`src/rtl/tinyqv_peripherals.sv`:
```
// tinyQV peripheral block: GPIO, 8N1 UART with RX FIFO/RTS, and an optional edge-triggered
// interrupt controller built only when TINYQV_PERI_IRQ_EN is defined.
module tinyqv_peripherals #(
  parameter int unsigned GPIO_OUT_W    = 2,
  parameter int unsigned GPIO_IN_W     = 8,
  parameter int unsigned NUM_IRQ       = 2,
  parameter int unsigned RX_FIFO_DEPTH = 4,
  parameter int unsigned CLK_HZ        = 66_000_000,
  parameter int unsigned BIT_RATE      = 115_200
) (
  input  logic                  clk,
  input  logic                  rstn,
  input  logic [27:0]           addr,
  input  logic [1:0]            write_n,
  input  logic [1:0]            read_n,
  input  logic [31:0]           data_in,
  output logic [31:0]           data_out,
  output logic                  data_ready,
  input  logic [GPIO_IN_W-1:0]  gpio_in,
  output logic [GPIO_OUT_W-1:0] gpio_out,
  input  logic [NUM_IRQ-1:0]    irq_in,
  output logic                  irq_out,
  input  logic                  uart_rxd,
  output logic                  uart_txd,
  output logic                  uart_rts
);

  localparam int unsigned DIV  = CLK_HZ / BIT_RATE;
  localparam int unsigned HALF = DIV / 2;
  localparam int unsigned CW   = $clog2(DIV + 1);
  localparam int unsigned AW   = $clog2(RX_FIFO_DEPTH);
  localparam logic [CW-1:0] DIV_LAST  = CW'(DIV - 1);
  localparam logic [CW-1:0] HALF_LAST = CW'(HALF - 1);
  localparam logic [AW:0]   FIFO_FULL = (AW+1)'(RX_FIFO_DEPTH);

  typedef enum logic [1:0] {RX_IDLE, RX_START, RX_DATA, RX_STOP} rx_state_e;

  logic       wr, rd, sel;
  logic [4:0] off;
  logic       wr_gpio, wr_udata, rd_udata, rd_ustat;

  assign wr       = (write_n != 2'b11);
  assign rd       = (read_n != 2'b11);
  assign sel      = (addr[27:5] == 23'h40_0000);
  assign off      = addr[4:0];
  assign wr_gpio  = wr && sel && (off == 5'h00);
  assign wr_udata = wr && sel && (off == 5'h10);
  assign rd_udata = rd && sel && (off == 5'h10);
  assign rd_ustat = rd && sel && (off == 5'h14);

  assign data_ready = 1'b1;

  logic unused_ok;
  assign unused_ok = ^data_in[31:8];

  // ---------------- GPIO ----------------
  logic [GPIO_OUT_W-1:0] gpio_out_q;
  logic [GPIO_IN_W-1:0]  gpio_s1_q, gpio_s2_q;

  always_ff @(posedge clk or negedge rstn) begin
    if (!rstn) begin
      gpio_out_q <= '0;
      gpio_s1_q  <= '0;
      gpio_s2_q  <= '0;
    end else begin
      gpio_s1_q <= gpio_in;
      gpio_s2_q <= gpio_s1_q;
      if (wr_gpio) gpio_out_q <= data_in[GPIO_OUT_W-1:0];
    end
  end

  assign gpio_out = gpio_out_q;

  // ---------------- UART TX ----------------
  logic          tx_pend_q, tx_busy_q;
  logic [9:0]    tx_shift_q;
  logic [CW-1:0] tx_cnt_q;
  logic [3:0]    tx_bit_q;

  // The write loads the frame; the line only drops when busy asserts one cycle later.
  always_ff @(posedge clk or negedge rstn) begin
    if (!rstn) begin
      tx_pend_q  <= 1'b0;
      tx_busy_q  <= 1'b0;
      tx_shift_q <= '1;
      tx_cnt_q   <= '0;
      tx_bit_q   <= '0;
    end else if (tx_pend_q) begin
      tx_pend_q <= 1'b0;
      tx_busy_q <= 1'b1;
      tx_cnt_q  <= '0;
      tx_bit_q  <= '0;
    end else if (tx_busy_q) begin
      if (tx_cnt_q == DIV_LAST) begin
        tx_cnt_q <= '0;
        if (tx_bit_q == 4'd9) begin
          tx_busy_q <= 1'b0;
        end else begin
          tx_shift_q <= {1'b1, tx_shift_q[9:1]};
          tx_bit_q   <= tx_bit_q + 4'd1;
        end
      end else begin
        tx_cnt_q <= tx_cnt_q + 1'b1;
      end
    end else if (wr_udata) begin
      tx_pend_q  <= 1'b1;
      tx_shift_q <= {1'b1, data_in[7:0], 1'b0};
    end
  end

  assign uart_txd = tx_busy_q ? tx_shift_q[0] : 1'b1;

  // ---------------- UART RX ----------------
  rx_state_e     rx_state_q, rx_state_d;
  logic [CW-1:0] rx_cnt_q, rx_cnt_d;
  logic [2:0]    rx_bit_q, rx_bit_d;
  logic [7:0]    rx_sr_q, rx_sr_d;
  logic          rxd_s1_q, rxd_s2_q, rxd_s3_q;
  logic          push_req, frame_set;

  always_ff @(posedge clk or negedge rstn) begin
    if (!rstn) begin
      rx_state_q <= RX_IDLE;
      rx_cnt_q   <= '0;
      rx_bit_q   <= '0;
      rx_sr_q    <= '0;
      rxd_s1_q   <= 1'b1;
      rxd_s2_q   <= 1'b1;
      rxd_s3_q   <= 1'b1;
    end else begin
      rx_state_q <= rx_state_d;
      rx_cnt_q   <= rx_cnt_d;
      rx_bit_q   <= rx_bit_d;
      rx_sr_q    <= rx_sr_d;
      rxd_s1_q   <= uart_rxd;
      rxd_s2_q   <= rxd_s1_q;
      rxd_s3_q   <= rxd_s2_q;
    end
  end

  always_comb begin
    rx_state_d = rx_state_q;
    rx_cnt_d   = rx_cnt_q + 1'b1;
    rx_bit_d   = rx_bit_q;
    rx_sr_d    = rx_sr_q;
    push_req   = 1'b0;
    frame_set  = 1'b0;
    unique case (rx_state_q)
      RX_IDLE: begin
        rx_cnt_d = '0;
        if (rxd_s3_q && !rxd_s2_q) rx_state_d = RX_START;
      end
      RX_START: begin
        if (rx_cnt_q == HALF_LAST) begin
          rx_cnt_d   = '0;
          rx_bit_d   = '0;
          rx_state_d = rxd_s2_q ? RX_IDLE : RX_DATA;
        end
      end
      RX_DATA: begin
        if (rx_cnt_q == DIV_LAST) begin
          rx_cnt_d = '0;
          rx_sr_d  = {rxd_s2_q, rx_sr_q[7:1]};
          rx_bit_d = rx_bit_q + 3'd1;
          if (rx_bit_q == 3'd7) rx_state_d = RX_STOP;
        end
      end
      RX_STOP: begin
        if (rx_cnt_q == DIV_LAST) begin
          rx_cnt_d   = '0;
          rx_state_d = RX_IDLE;
          push_req   = rxd_s2_q;
          frame_set  = !rxd_s2_q;
        end
      end
      default: rx_state_d = RX_IDLE;
    endcase
  end

  // ---------------- RX FIFO and status flags ----------------
  logic [7:0]    fifo_mem [RX_FIFO_DEPTH];
  logic [AW-1:0] wptr_q, rptr_q;
  logic [AW:0]   count_q;
  logic          rx_valid, rx_full, pop, push, ovr_set;
  logic          ovr_q, frame_q;

  assign rx_valid = (count_q != '0);
  assign rx_full  = (count_q == FIFO_FULL);
  assign pop      = rd_udata && rx_valid;
  assign push     = push_req && (!rx_full || pop);
  assign ovr_set  = push_req && rx_full && !pop;
  assign uart_rts = rx_full;

  always_ff @(posedge clk) begin
    if (push) fifo_mem[wptr_q] <= rx_sr_q;
  end

  always_ff @(posedge clk or negedge rstn) begin
    if (!rstn) begin
      wptr_q  <= '0;
      rptr_q  <= '0;
      count_q <= '0;
      ovr_q   <= 1'b0;
      frame_q <= 1'b0;
    end else begin
      if (push) wptr_q <= wptr_q + 1'b1;
      if (pop)  rptr_q <= rptr_q + 1'b1;
      if (push && !pop)      count_q <= count_q + 1'b1;
      else if (pop && !push) count_q <= count_q - 1'b1;
      ovr_q   <= ovr_set   | (ovr_q   & ~rd_ustat);
      frame_q <= frame_set | (frame_q & ~rd_ustat);
    end
  end

  // ---------------- Interrupt controller ----------------
`ifdef TINYQV_PERI_IRQ_EN
  logic [NUM_IRQ-1:0] irq_s1_q, irq_s2_q, irq_s3_q, irq_sts_q, irq_rise, irq_clr;
  logic [NUM_IRQ:0]   irq_en_q, irq_all;
  logic               irq_out_q, wr_ists, wr_ien;

  assign wr_ists  = wr && sel && (off == 5'h08);
  assign wr_ien   = wr && sel && (off == 5'h0C);
  assign irq_rise = irq_s2_q & ~irq_s3_q;
  assign irq_clr  = wr_ists ? data_in[NUM_IRQ-1:0] : '0;
  assign irq_all  = {rx_valid, irq_sts_q};

  always_ff @(posedge clk or negedge rstn) begin
    if (!rstn) begin
      irq_s1_q  <= '0;
      irq_s2_q  <= '0;
      irq_s3_q  <= '0;
      irq_sts_q <= '0;
      irq_en_q  <= '0;
      irq_out_q <= 1'b0;
    end else begin
      irq_s1_q  <= irq_in;
      irq_s2_q  <= irq_s1_q;
      irq_s3_q  <= irq_s2_q;
      irq_sts_q <= irq_rise | (irq_sts_q & ~irq_clr);
      if (wr_ien) irq_en_q <= data_in[NUM_IRQ:0];
      irq_out_q <= |(irq_all & irq_en_q);
    end
  end

  assign irq_out = irq_out_q;
`else
  logic unused_irq;
  assign unused_irq = ^irq_in;
  assign irq_out    = 1'b0;
`endif

  // ---------------- Read mux ----------------
  always_comb begin
    data_out = '1;
    if (sel) begin
      case (off)
        5'h00: data_out = 32'(gpio_out_q);
        5'h04: data_out = 32'(gpio_s2_q);
`ifdef TINYQV_PERI_IRQ_EN
        5'h08: data_out = 32'(irq_all);
        5'h0C: data_out = 32'(irq_en_q);
`endif
        5'h10: data_out = rx_valid ? {24'h0, fifo_mem[rptr_q]} : '0;
        5'h14: data_out = {27'h0, frame_q, ovr_q, rx_full, rx_valid, tx_busy_q};
        default: ;
      endcase
    end
  end

endmodule
```
`config.mk`:
```
export PLATFORM = sky130hd
export DESIGN_NAME = tinyqv_peripherals
export DESIGN_NICKNAME = d
export VERILOG_FILES = /design/src/rtl/tinyqv_peripherals.sv
export SDC_FILE = /design/constraint.sdc
export NUM_CORES = 1
export LEC_CHECK = 0
export ABC_CLOCK_PERIOD_IN_PS = 2650
export CAP_MARGIN = 20
export CORE_UTILIZATION = 35
export CTS_CLUSTER_SIZE = 24
export DETAILED_ROUTE_END_ITERATION = 8
export SYNTH_ARGS = -nofsm -noshare
export SYNTH_HDL_FRONTEND = slang
export SYNTH_SLANG_ARGS = --single-unit
```
`constraint.sdc`:
```
create_clock -name clk -period 2.65 [get_ports clk]
set_input_delay 0.3975 -clock clk [delete_from_list [all_inputs] [get_ports clk]]
set_output_delay 0.3975 -clock clk [all_outputs]
set_load 0.01 [all_outputs]
```
==> out/qor.csv, run 1 <==
stage,metric,value,unit
synth,synth_compound_area_share,5.276,%
power,peakVddDrop,277.9,uV
global_route,grt_antenna_before_repair,0,
synth,synth_nets,492,
floorplan,dieArea,0.01519,mm^2
timing,rsz0062_at_grt,yes,
timing,maxSlewViolCount,0,
power,power_density,529.2,mW/mm^2
synth,ys_seq_area_share,56.89,%
synth,synth_ff_type,dfrtp_1,
clocking,cts_tree,built,
synth,synth_warnings,0,
layout,nets,588,
clocking,clk_pin_slew,70,ps
global_route,gr-total-overflow,0,
critical_path,cp.arrival,2840,ps
timing,slew_headroom,63.52,%
floorplan,core,0.01410,mm^2
synth,syn_area_per_cell,12.80,um^2
place,place.gp.congestion,0.7371,
floorplan,std_cell_rows,43,
timing,fmax,390.8,MHz
layout,drive_gt1_share,28.03,%
floorplan,die_height,123.3,um
floorplan,die_w,123.3,um
floorplan,start_util,36.51,%
synth,synthSimpleGateAreaFrac,13.71,%
synth,synth_edf_count,32,
synth,synth-xor-area-share,4.255,%
critical_path,cp-end-kind,register,
synth,synth_cell_types,58,
synth,synth-adder-area-share,3.307,%
outcome,status,"complete, no violations",
timing,fin_crit_sh,96.55,%
clocking,h-tree-depth,3,
routing,vias,3348,
synth,synth_top_family_by_area,simple AND/OR/NAND/NOR gates,
layout,final_cells,683,
synth,async_flop_share,70.91,%
layout,area.growth.synth_to_final,29.25,%
clocking,clkLatencyLatePin,360,ps
floorplan,io_pins,115,
clocking,cts.sinks,110,
timing,final.setup_skew,10.86,ps
routing,ant_nets,0,
synth,muxShareOfSynthArea,10.58,%
routing,drt_iter0_markers,188,
timing,finalCriticalPeriod,2559,ps
global_route,grt_pass1_wl,17300,um
layout,n_antenna_cell,0,
synth,syn_inst,402,
routing,drt_wl_total,10840,um
clocking,cts_buffers,9,
synth,syn-cell-area,0.005146,mm^2
power,totalPowerFinal,3520,uW
global_route,grt_max_degree,79,
clocking,cts_max_path_buffers,2,
global_route,grt_pass1_vias,3454,
routing,drc,0,
critical_path,required,2930,ps
layout,postLayoutCoreUtil,47.19,%
place,dp_hpwl,7537,um
job,maxCapViolCount,0,
routing,viasPerCell,4.902,
critical_path,critPathLaunchType,input pin,
global_route,track_usage,15.26,%
timing,finalHoldViolations,0,
critical_path,crit_fanout,2,
timing,worst_pin_slew,547.2,ps
routing,wl_per_cell,15.87,um
clocking,cts_root_buf,clkbuf_16,
place,port_buffers,86,
power,p_leak,0.002794,uW
timing,setup_viol,0,
timing,finalSetupTns,0,ps
routing,drt_pass1_iterations,4,
critical_path,critical_path_class,input pin to register,
min_path,min_path_type,register to register,
place,placed_cells,659,
synth,synth-seq-cells,110,
## cell type report
type	count	area (um^2)
Sequential cell	110	2928
Clock buffer	10	229.0
Inverter	17	63.81
Multi-Input combinational cell	240	1983
Fill cell	1249	7445
Tap cell	180	225.2
Clock inverter	6	62.56
Timing Repair Buffer	120	1160
## per-layer routing
metal	up-vias	global-route usage (%)	part of all wire (%)
li1	1602	-	-
met5	-	0	0
met2	73	24.97	50
met3	17	3.183	3.9
met1	1656	19.22	44
met4	0	7.380	2.2
## flip-flops by register name (all words and copies together), names as in the netlist, 2 cells and up, named ones only
name	flops
count_q	3
fifo_mem	32
gpio_out	2
gpio_s1_q	8
gpio_s2_q	8
rptr_q	2
rx_bit_q	3
rx_cnt_q	10
rx_sr_q	8
tx_bit_q	4
tx_cnt_q	10
tx_shift_q	9
wptr_q	2
## cell usage after synthesis (6+ instances only)
cell / instances / area, um^2
a21oi_1: 9 / 45.04
a22oi_1: 6 / 45.04
buf_4: 26 / 195.2
dfrtp_1: 66 / 1652
dfstp_2: 12 / 315.3
edfxtp_1: 32 / 960.9
ha_1: 12 / 150.1
inv_1: 17 / 63.81
mux2_2: 19 / 214.0
mux2_4: 8 / 120.1
mux4_2: 8 / 180.2
nand2_1: 23 / 86.33
nand3_1: 13 / 65.06
nor2_1: 42 / 157.7
xnor2_1: 14 / 122.6
xor2_1: 11 / 96.34
## worst paths after layout
kind | start | cells past startpoint | end | slack, ps
max | addr[26] | 11 | count_q[2]$_DFFE_PN0P_ | 90
min | gpio_s1_q[2]$_DFF_PN0_ | 0 | gpio_s2_q[2]$_DFF_PN0_ | 350
max reg2reg | rx_cnt_q[1]$_DFF_PN0_ | 11 | count_q[2]$_DFFE_PN0P_ | 170
min reg2reg | gpio_s1_q[2]$_DFF_PN0_ | 0 | gpio_s2_q[2]$_DFF_PN0_ | 350
max in group asynchronous | rstn | 3 | rxd_s1_q$_DFF_PN1_ | 1660
min in group asynchronous | rstn | 2 | tx_bit_q[0]$_DFFE_PN0P_ | 400
## timing repair
action                                 CTS  global route
hold buffers                             0             1
setup buffers                            3             3
gates resized for setup                 66            44
pin swaps                               16            12
endpoints found under the hold margin    0             1
setup endpoints to repair               61            34
## worst max-delay path, cell delays in order
cell and delay [ps]:
clkdlybuf4s15_1 200, nor4_4 220, nand4_2 160, or4b_4 590, a211oi_4 250, ha_2 220, inv_2 40, fa_2 330
xor2_1 140, nor2_1 140, xor2_1 150
## per-stage QoR
stage	hold WS (ps)	setup WS (ps)	area, um^2
after floorplan	101.9	-140.6	5169
after global placement	333.4	-511.4	6223
after detailed placement	335.6	-675.4	6223
after CTS	253.1	1.440	6518
after global routing	359.5	-104.5	6651
final	351.0	91.45	6651
## layout by cell type (no fill, tap or decap), types with 6 or more instances in the layout
cell type / count
xnor2_1: 14
ha_1: 11
xor2_1: 11
a21oi_1: 9
buf_2: 6
mux2_4: 8
buf_4: 29
clkdlybuf4s15_1: 7
nand2_1: 23
dfrtp_1: 66
clkdlybuf4s50_1: 25
dfstp_2: 12
dlygate4sd2_1: 11
nor2_1: 41
edfxtp_1: 32
mux4_2: 8
clkbuf_16: 9
nand3_1: 13
inv_1: 16
mux2_2: 19
clkbuf_2: 6
dlymetal6s2s_1: 29
## logic make-up (layout without fill, tap and decap cells)
group                    count (synthesis)  in the layout
buffers and inverters                   52            153
other                                    2              2
AND/OR/NAND/NOR                        126            126
multiplexers                            38             38
AO/OA/AOI/OAI                           36             36
flip-flops                             110            110
adder cells (fa/ha/maj)                 13             13
XOR/XNOR                                25             25
## power by group
group	switching (uW)	internal, uW	leakage, uW
Clock	660	665	0.000143
Sequential	56.7	1820	0.00135
Combinational	151	171	0.00130
Total	868	2650	0.00279
Power figures use the tool's default switching activity.
==> run 2: changes to the inputs <==
- CTS_BUF_LIST: default -> sky130_fd_sc_hd__clkbuf_8
==> run 2 against run 1 <==
Net effect:
- total power shrank 9.0%
- global-route usage increased by 0.050 points
- clock power is 25% lower
- register-to-register slack barely moved
- count of clock-buffer cells in the layout down 1
- sequential share of layout area increased by 1.3 points
- critical path type is now input pin to output pin
- highest routed layer unchanged
==> out/qor.csv, run 2 (synthesized netlist as in run 1, its figures left out) <==
stage,metric,value,unit,change
power,combPwrFrac,10.5,%,+1.3 points
routing,drc,0,,unchanged
routing,vias,3329,,-0.57%
routing,drt-met1-wl,4727,um,-1.2%
floorplan,std_cell_rows,43,,unchanged
timing,worst_pin_slew,527.6,ps,-19.68 ps
timing,fmax,389.7,MHz,-0.30%
power,peakVddDrop,224.8,uV,-19%
floorplan,core,0.01410,mm^2,unchanged
floorplan,start_util,36.51,%,unchanged
critical_path,critical_path_class,input pin to output pin,,
routing,wl_per_cell,15.56,um,-1.9%
timing,setup_viol,0,,unchanged
power,power_frac_clock,31.0,%,-6.6 points
routing,wl_met3,396,um,-7.3%
timing,finalCriticalPeriod,2566,ps,+7.709 ps
timing,final.setup_skew,12.45,ps,+1.590 ps
critical_path,cp-end-kind,output pin,,
power,p_leak,0.002721,uW,-2.6%
routing,drt_pass1_iterations,4,,unchanged
clocking,cts_tree,built,,
layout,drive_gt1_share,27.52,%,-0.51 points
clocking,cts_buffers,9,,unchanged
critical_path,crit_fanout,27,,+25
critical_path,cpPeakStageDelay,280,ps,-310 ps
layout,regMostFlops,fifo_mem,,
timing,rsz0062_at_grt,yes,,
routing,wl_met2,5325,um,-1.3%
floorplan,die_height,123.3,um,unchanged
layout,final_common_cell,dfrtp_1,,
power,swShare,26.23,%,+1.6 points
global_route,track_usage,15.31,%,+0.050 points
power,p_sw,840.1,uW,-3.2%
floorplan,io_pins,115,,unchanged
place,dp_hpwl,7537,um,unchanged
layout,largest_reg_flops,32,,unchanged
clocking,cts_root_buf,clkbuf_8,,
clocking,cts.sinks,110,,unchanged
outcome,status,"complete, no violations",,
place,place.gp.congestion,0.7371,,unchanged
routing,drt_iter0_markers,188,,unchanged
routing,viasPerCell,4.860,,-0.86%
critical_path,slowest_stage,nor4_2,,
layout,n_antenna_cell,0,,unchanged
critical_path,required,2250,ps,-680 ps
timing,fin_crit_sh,96.84,%,+0.29 points
clocking,clk_pin_slew,110,ps,+40 ps
layout,area.growth.synth_to_final,25.58,%,
global_route,grt_antenna_before_repair,0,,unchanged
floorplan,die_w,123.3,um,unchanged
timing,slew_headroom,64.83,%,+1.3 points
layout,final_cell_mix,"66 x dfrtp_1, 46 x dlygate4sd2_1, 41 x nor2_1, 33 x buf_4, 32 x edfxtp_1",,
power,totalPowerFinal,3202,uW,-9.0%
global_route,grt_pass1_vias,3454,,unchanged
critical_path,worstPathCellList,dlygate4sd2_1 > nor4_2 > nand2_1 > buf_4 > nor2_4 > and2_4 > inv_1 > buf_12 > a221o_1 > clkdlybuf4s15_2,,
routing,drt_wl_total,10660,um,-1.6%
job,maxCapViolCount,0,,unchanged
timing,finalSetupTns,0,ps,unchanged
place,port_buffers,86,,unchanged
floorplan,dieArea,0.01519,mm^2,unchanged
critical_path,critPathLaunchType,input pin,,
global_route,gr-total-overflow,0,,unchanged
power,seqPwrFrac,58.5,%,+5.3 points
min_path,min_path_type,input pin to asynchronous set/reset pin,,
timing,maxSlewViolCount,0,,unchanged
critical_path,cp.arrival,2170,ps,-670 ps
clocking,cts_max_path_buffers,2,,unchanged
layout,nets,590,,+0.34%
routing,ant_nets,0,,unchanged
global_route,grt_max_degree,79,,unchanged
layout,reg_top3,"fifo_mem: 32 flops, rx_cnt_q: 10 flops, tx_cnt_q: 10 flops",,
global_route,grt_pass1_wl,17360,um,+0.36%
clocking,h-tree-depth,3,,unchanged
power,p_int,2362,uW,-11%
routing,top_layer_used,met4,,
timing,finalHoldViolations,0,,unchanged
clocking,clkLatencyLatePin,390,ps,+30 ps
power,power_density,495.5,mW/mm^2,-6.4%
## run 2: changes by cell type in the layout (fill, tap and decap cells not counted), sizes merged
cell,delta
dlygate4sd2,+35
dlymetal6s2s,-29
clkdlybuf4s15,-3
buf,-2
clkbuf,-1
clkdlybuf4s50,+1
inv,+1
## run 2: final cells by class
type	count	area (um^2)
inverter	17	63.81
sequential	110	2928
clock inverter	7	66.31
timing repair buffer	122	1072
clock buffer	9	123.9
multi-input combinational	240	1983
fill	1270	7634
tap	180	225.2
## run 2: worst paths after layout
kind | startpoint | end | slack, ps | depth (start not counted)
setup reg to reg | rx_cnt_q[1]$_DFF_PN0_ | count_q[2]$_DFFE_PN0P_ | 160 | 11
setup / recovery | addr[9] | data_out[6] | 80 | 10
max in group asynchronous | rstn | rxd_s1_q$_DFF_PN1_ | 1690 | 3
min in group clk | gpio_s1_q[4]$_DFF_PN0_ | gpio_s2_q[4]$_DFF_PN0_ | 360 | 0
hold reg to reg | gpio_s1_q[4]$_DFF_PN0_ | gpio_s2_q[4]$_DFF_PN0_ | 360 | 0
hold / removal | rstn | tx_bit_q[0]$_DFFE_PN0P_ | 360 | 2
## run 2: critical path: cells and delay by family
| family | cells | cell delay, ps |
|---|---|---|
| AO/OA/AOI/OAI | 1 | 250 |
| buffers and inverters | 5 | 850 |
| AND/OR/NAND/NOR | 4 | 670 |
## run 2: power groups by stage
stage	clock, uW	combinational [uW]	sequential (uW)
2_1_floorplan	0	150	1900
3_3_place_gp	0	308	1900
3_5_place_dp	0	318	1910
4_1_cts	1040	314	1880
5_1_grt	1090	375	1890
6_report	994	335	1870
## run 2: timing repair
action | 4_1_cts | 5_1_grt
setup endpoints to repair | 34 | 5
hold buffers | 0 | 1
buffers inserted | 5 | 3
pin swaps | 16 | 13
resized for setup | 80 | 13
hold endpoints to repair | 0 | 1
## run 2: metal layers
metal / track usage [%] / vias up
met1: 19.19 / 1652
met3: 3.044 / 12
li1: - / 1602
met5: 0 / -
met2: 25.17 / 63
met4: 7.605 / 0
## run 2: metrics by stage
step                cells  hold WS [ps]  instance area, um^2  util, %  worst slack [ps]
floorplan             402         101.9                 5169        -            -140.6
global placement      659         333.4                 6223    44.15            -511.4
detailed placement    659         335.6                 6223    44.15            -675.4
CTS                   680         196.0                 6417    45.53             1.330
global route          685         360.8                 6462    45.85            -82.63
finish                685         360.0                 6462    45.85             83.74
==> run 3: changes to the inputs <==
- ABC_CLOCK_PERIOD_IN_PS: 2650 -> 2900
- CORE_MARGIN: default -> 1.5
- CORE_UTILIZATION: 35 -> 52
- PLACE_DENSITY: default -> 0.82
- clock period: 2.65 -> 2.9 ns (I/O delays scaled with it)
==> run 3 against run 2 <==
Net effect:
- hold slack got worse by 330 ps
- global-route usage increased by 5.2 points
- worst setup slack got worse by 25 ps
- final cell count decreased by 8.2%
- via count increased by 0.72%
- critical path depth increased by 1
- clock skew increased by 4.8 ps
- non-clock buffer count decreased by 9
- largest power group unchanged
- highest routed layer unchanged
==> out/qor.csv, run 3 (synthesized netlist as in run 1, its figures left out) <==
stage,metric,value,unit,change
outcome,status,"complete, no violations",,
critical_path,cp-end-kind,register,,
timing,final.setup_skew,17.26,ps,+4.817 ps
timing,slew_headroom,65.68,%,+0.85 points
critical_path,critPathLaunchType,input pin,,
power,p_sw,748.7,uW,-11%
timing,setup_ws,58.29,ps,-25.45 ps
timing,fmax,351.9,MHz,
layout,regMostFlops,fifo_mem,,
routing,viasPerCell,5.331,,+9.7%
floorplan,start_util,53.14,%,+17 points
place,dp_hpwl,7400,um,-1.8%
layout,final_cell_mix,"65 x dfrtp_1, 58 x clkdlybuf4s50_1, 41 x nor2_1, 32 x edfxtp_1, 25 x buf_4",,
timing,finalHoldViolations,0,,unchanged
min_path,min_path_type,input pin to asynchronous set/reset pin,,
floorplan,die_w,102.5,um,-17%
layout,final_common_cell,dfrtp_1,,
layout,largest_reg_flops,32,,unchanged
timing,setup_viol,0,,unchanged
clocking,cts_buffers,9,,unchanged
layout,seqCellArea,0.002929,mm^2,about the same
power,seqPwrFrac,58.9,%,+0.4 points
clocking,clkLatencyLatePin,380,ps,about the same
routing,wl_per_cell,16.48,um,+5.9%
power,power_frac_clock,31.1,%,about the same
layout,reg_top3,"fifo_mem: 32 flops, rx_cnt_q: 10 flops, tx_cnt_q: 10 flops",,
critical_path,crit_fanout,2,,-93%
global_route,grt_pass1_wl,16300,um,-6.1%
layout,nets,581,,-1.5%
clocking,h-tree-depth,3,,unchanged
timing,maxSlewViolCount,0,,unchanged
floorplan,core,0.009684,mm^2,-31%
power,combPwrFrac,9.9,%,-0.6 points
floorplan,die_height,102.5,um,-17%
timing,finalCriticalPeriod,2842,ps,
clocking,cts.sinks,110,,unchanged
layout,multiInputGateArea,0.001952,mm^2,-1.6%
clocking,cts-hold-fix-buffers,0,,unchanged
routing,vias,3353,,+0.72%
power,totalPowerFinal,2907,uW,-9.2%
routing,drt_pass1_iterations,4,,unchanged
floorplan,std_cell_rows,36,,-16%
power,power_density,450.8,mW/mm^2,-9.0%
routing,ant_nets,0,,unchanged
power,peakVddDrop,289.9,uV,+29%
layout,drive_gt1_share,25.20,%,-2.3 points
floorplan,io_pins,115,,unchanged
critical_path,reg2reg_depth,11,,unchanged
job,maxCapViolCount,0,,unchanged
critical_path,required,3200,ps,+950 ps
critical_path,cp.arrival,3140,ps,+970 ps
power,p_int,2158,uW,-8.6%
critical_path,critical_path_class,input pin to register,,
place,dp_slack,-445.4,ps,+230.0 ps
layout,fill_cells,685,,-46%
global_route,gr-total-overflow,0,,unchanged
timing,fin_crit_sh,97.99,%,
routing,drt_wl_total,10370,um,-2.8%
floorplan,dieArea,0.01050,mm^2,-31%
clocking,cts_tree,built,,
global_route,grt_max_degree,79,,unchanged
timing,worst_pin_slew,514.8,ps,-12.78 ps
global_route,track_usage,20.47,%,+5.2 points
global_route,grt_pass1_vias,3354,,-2.9%
routing,drt_iter0_markers,139,,-26%
power,p_leak,0.002885,uW,+6.0%
clocking,cts_max_path_buffers,2,,unchanged
power,swShare,25.75,%,-0.48 points
layout,n_antenna_cell,0,,unchanged
routing,drc,0,,unchanged
layout,area.growth.synth_to_final,25.31,%,
place,port_buffers,86,,unchanged
layout,postLayoutCoreUtil,66.59,%,+21 points
place,place.gp.congestion,0.7834,,+6.3%
clocking,cts_root_buf,clkbuf_8,,
clocking,clk_pin_slew,110,ps,about the same
global_route,grt_antenna_before_repair,0,,unchanged
==> run 3: changes by cell type in the layout (fill, tap and decap cells not counted), moves of 2 or more <==
cell,before,now
dlygate4sd2_1,46,3
clkdlybuf4s50_1,26,58
dlymetal6s2s_1,0,21
buf_4,33,25
clkbuf_2,6,0
clkdlybuf4s15_1,3,1
clkdlybuf4s15_2,2,0
nor4_2,3,5
nor4_4,2,0
==> run 3: path summary, 6_finish.rpt <==
path / from / to / slack, ps
setup / recovery: addr[18] / count_q[2]$_DFFE_PN0P_ / 60
hold / removal: rstn / tx_shift_q[4]$_DFFE_PN1P_ / 30
setup reg to reg: rx_cnt_q[0]$_DFF_PN0_ / count_q[2]$_DFFE_PN0P_ / 230
hold reg to reg: gpio_s1_q[3]$_DFF_PN0_ / gpio_s2_q[3]$_DFF_PN0_ / 360
max in group asynchronous: rstn / rxd_s3_q$_DFF_PN1_ / 2460
min in group clk: gpio_s1_q[3]$_DFF_PN0_ / gpio_s2_q[3]$_DFF_PN0_ / 360
==> run 3: power groups by stage <==
stage / registers, uW / clock network, uW / logic [uW]
after floorplan: 1740 / 0 / 136
after global placement: 1740 / 0 / 273
after detailed placement: 1740 / 0 / 286
after CTS: 1710 / 923 / 288
after global routing: 1720 / 981 / 330
final: 1710 / 905 / 289
==> run 3: metrics by stage <==
stage          cells  setup TNS, ps  hold WS [ps]  area [um^2]
4_1_cts          627              0         241.8         6347
3_3_place_gp     608          -4794         332.7         6112
2_1_floorplan    402              0         139.4         5146
5_1_grt          629         -20.31         28.73         6449
3_5_place_dp     608          -8290         334.7         6112
6_report         629              0         33.60         6449
==> run 3: area by class of cell <==
class                      count  share of cell area [%]
timing repair buffer         113                   17.62
clock buffer                   9                   1.921
tap                          133                   2.581
clock inverter                 7                   1.203
inverter                      17                  0.9895
sequential                   110                   45.42
multi-input combinational    240                   30.27
==> run 3: routing by layer <==
metal  global-route usage [%]  share of wire, %
met1                    27.01                41
met2                    35.10                51
met3                    4.446               5.8
met4                    4.320               1.3
met5                        0                 0
==> run 3: repair_timing <==
action	4_1_cts	5_1_grt
gates cloned	0	0
pin swaps	6	16
setup buffers	3	1
gates resized for setup	20	25
endpoints found under the setup margin	33	32
==> run 3: worst max-delay path, stage by stage <==
cell and delay [ps]:
clkdlybuf4s50_1 420, nor3_2 200, nand4_2 160, or4b_4 540
a211oi_4 300, ha_2 240, inv_2 40, fa_2 350
xor2_1 160, nor2_1 120, xor2_1 150
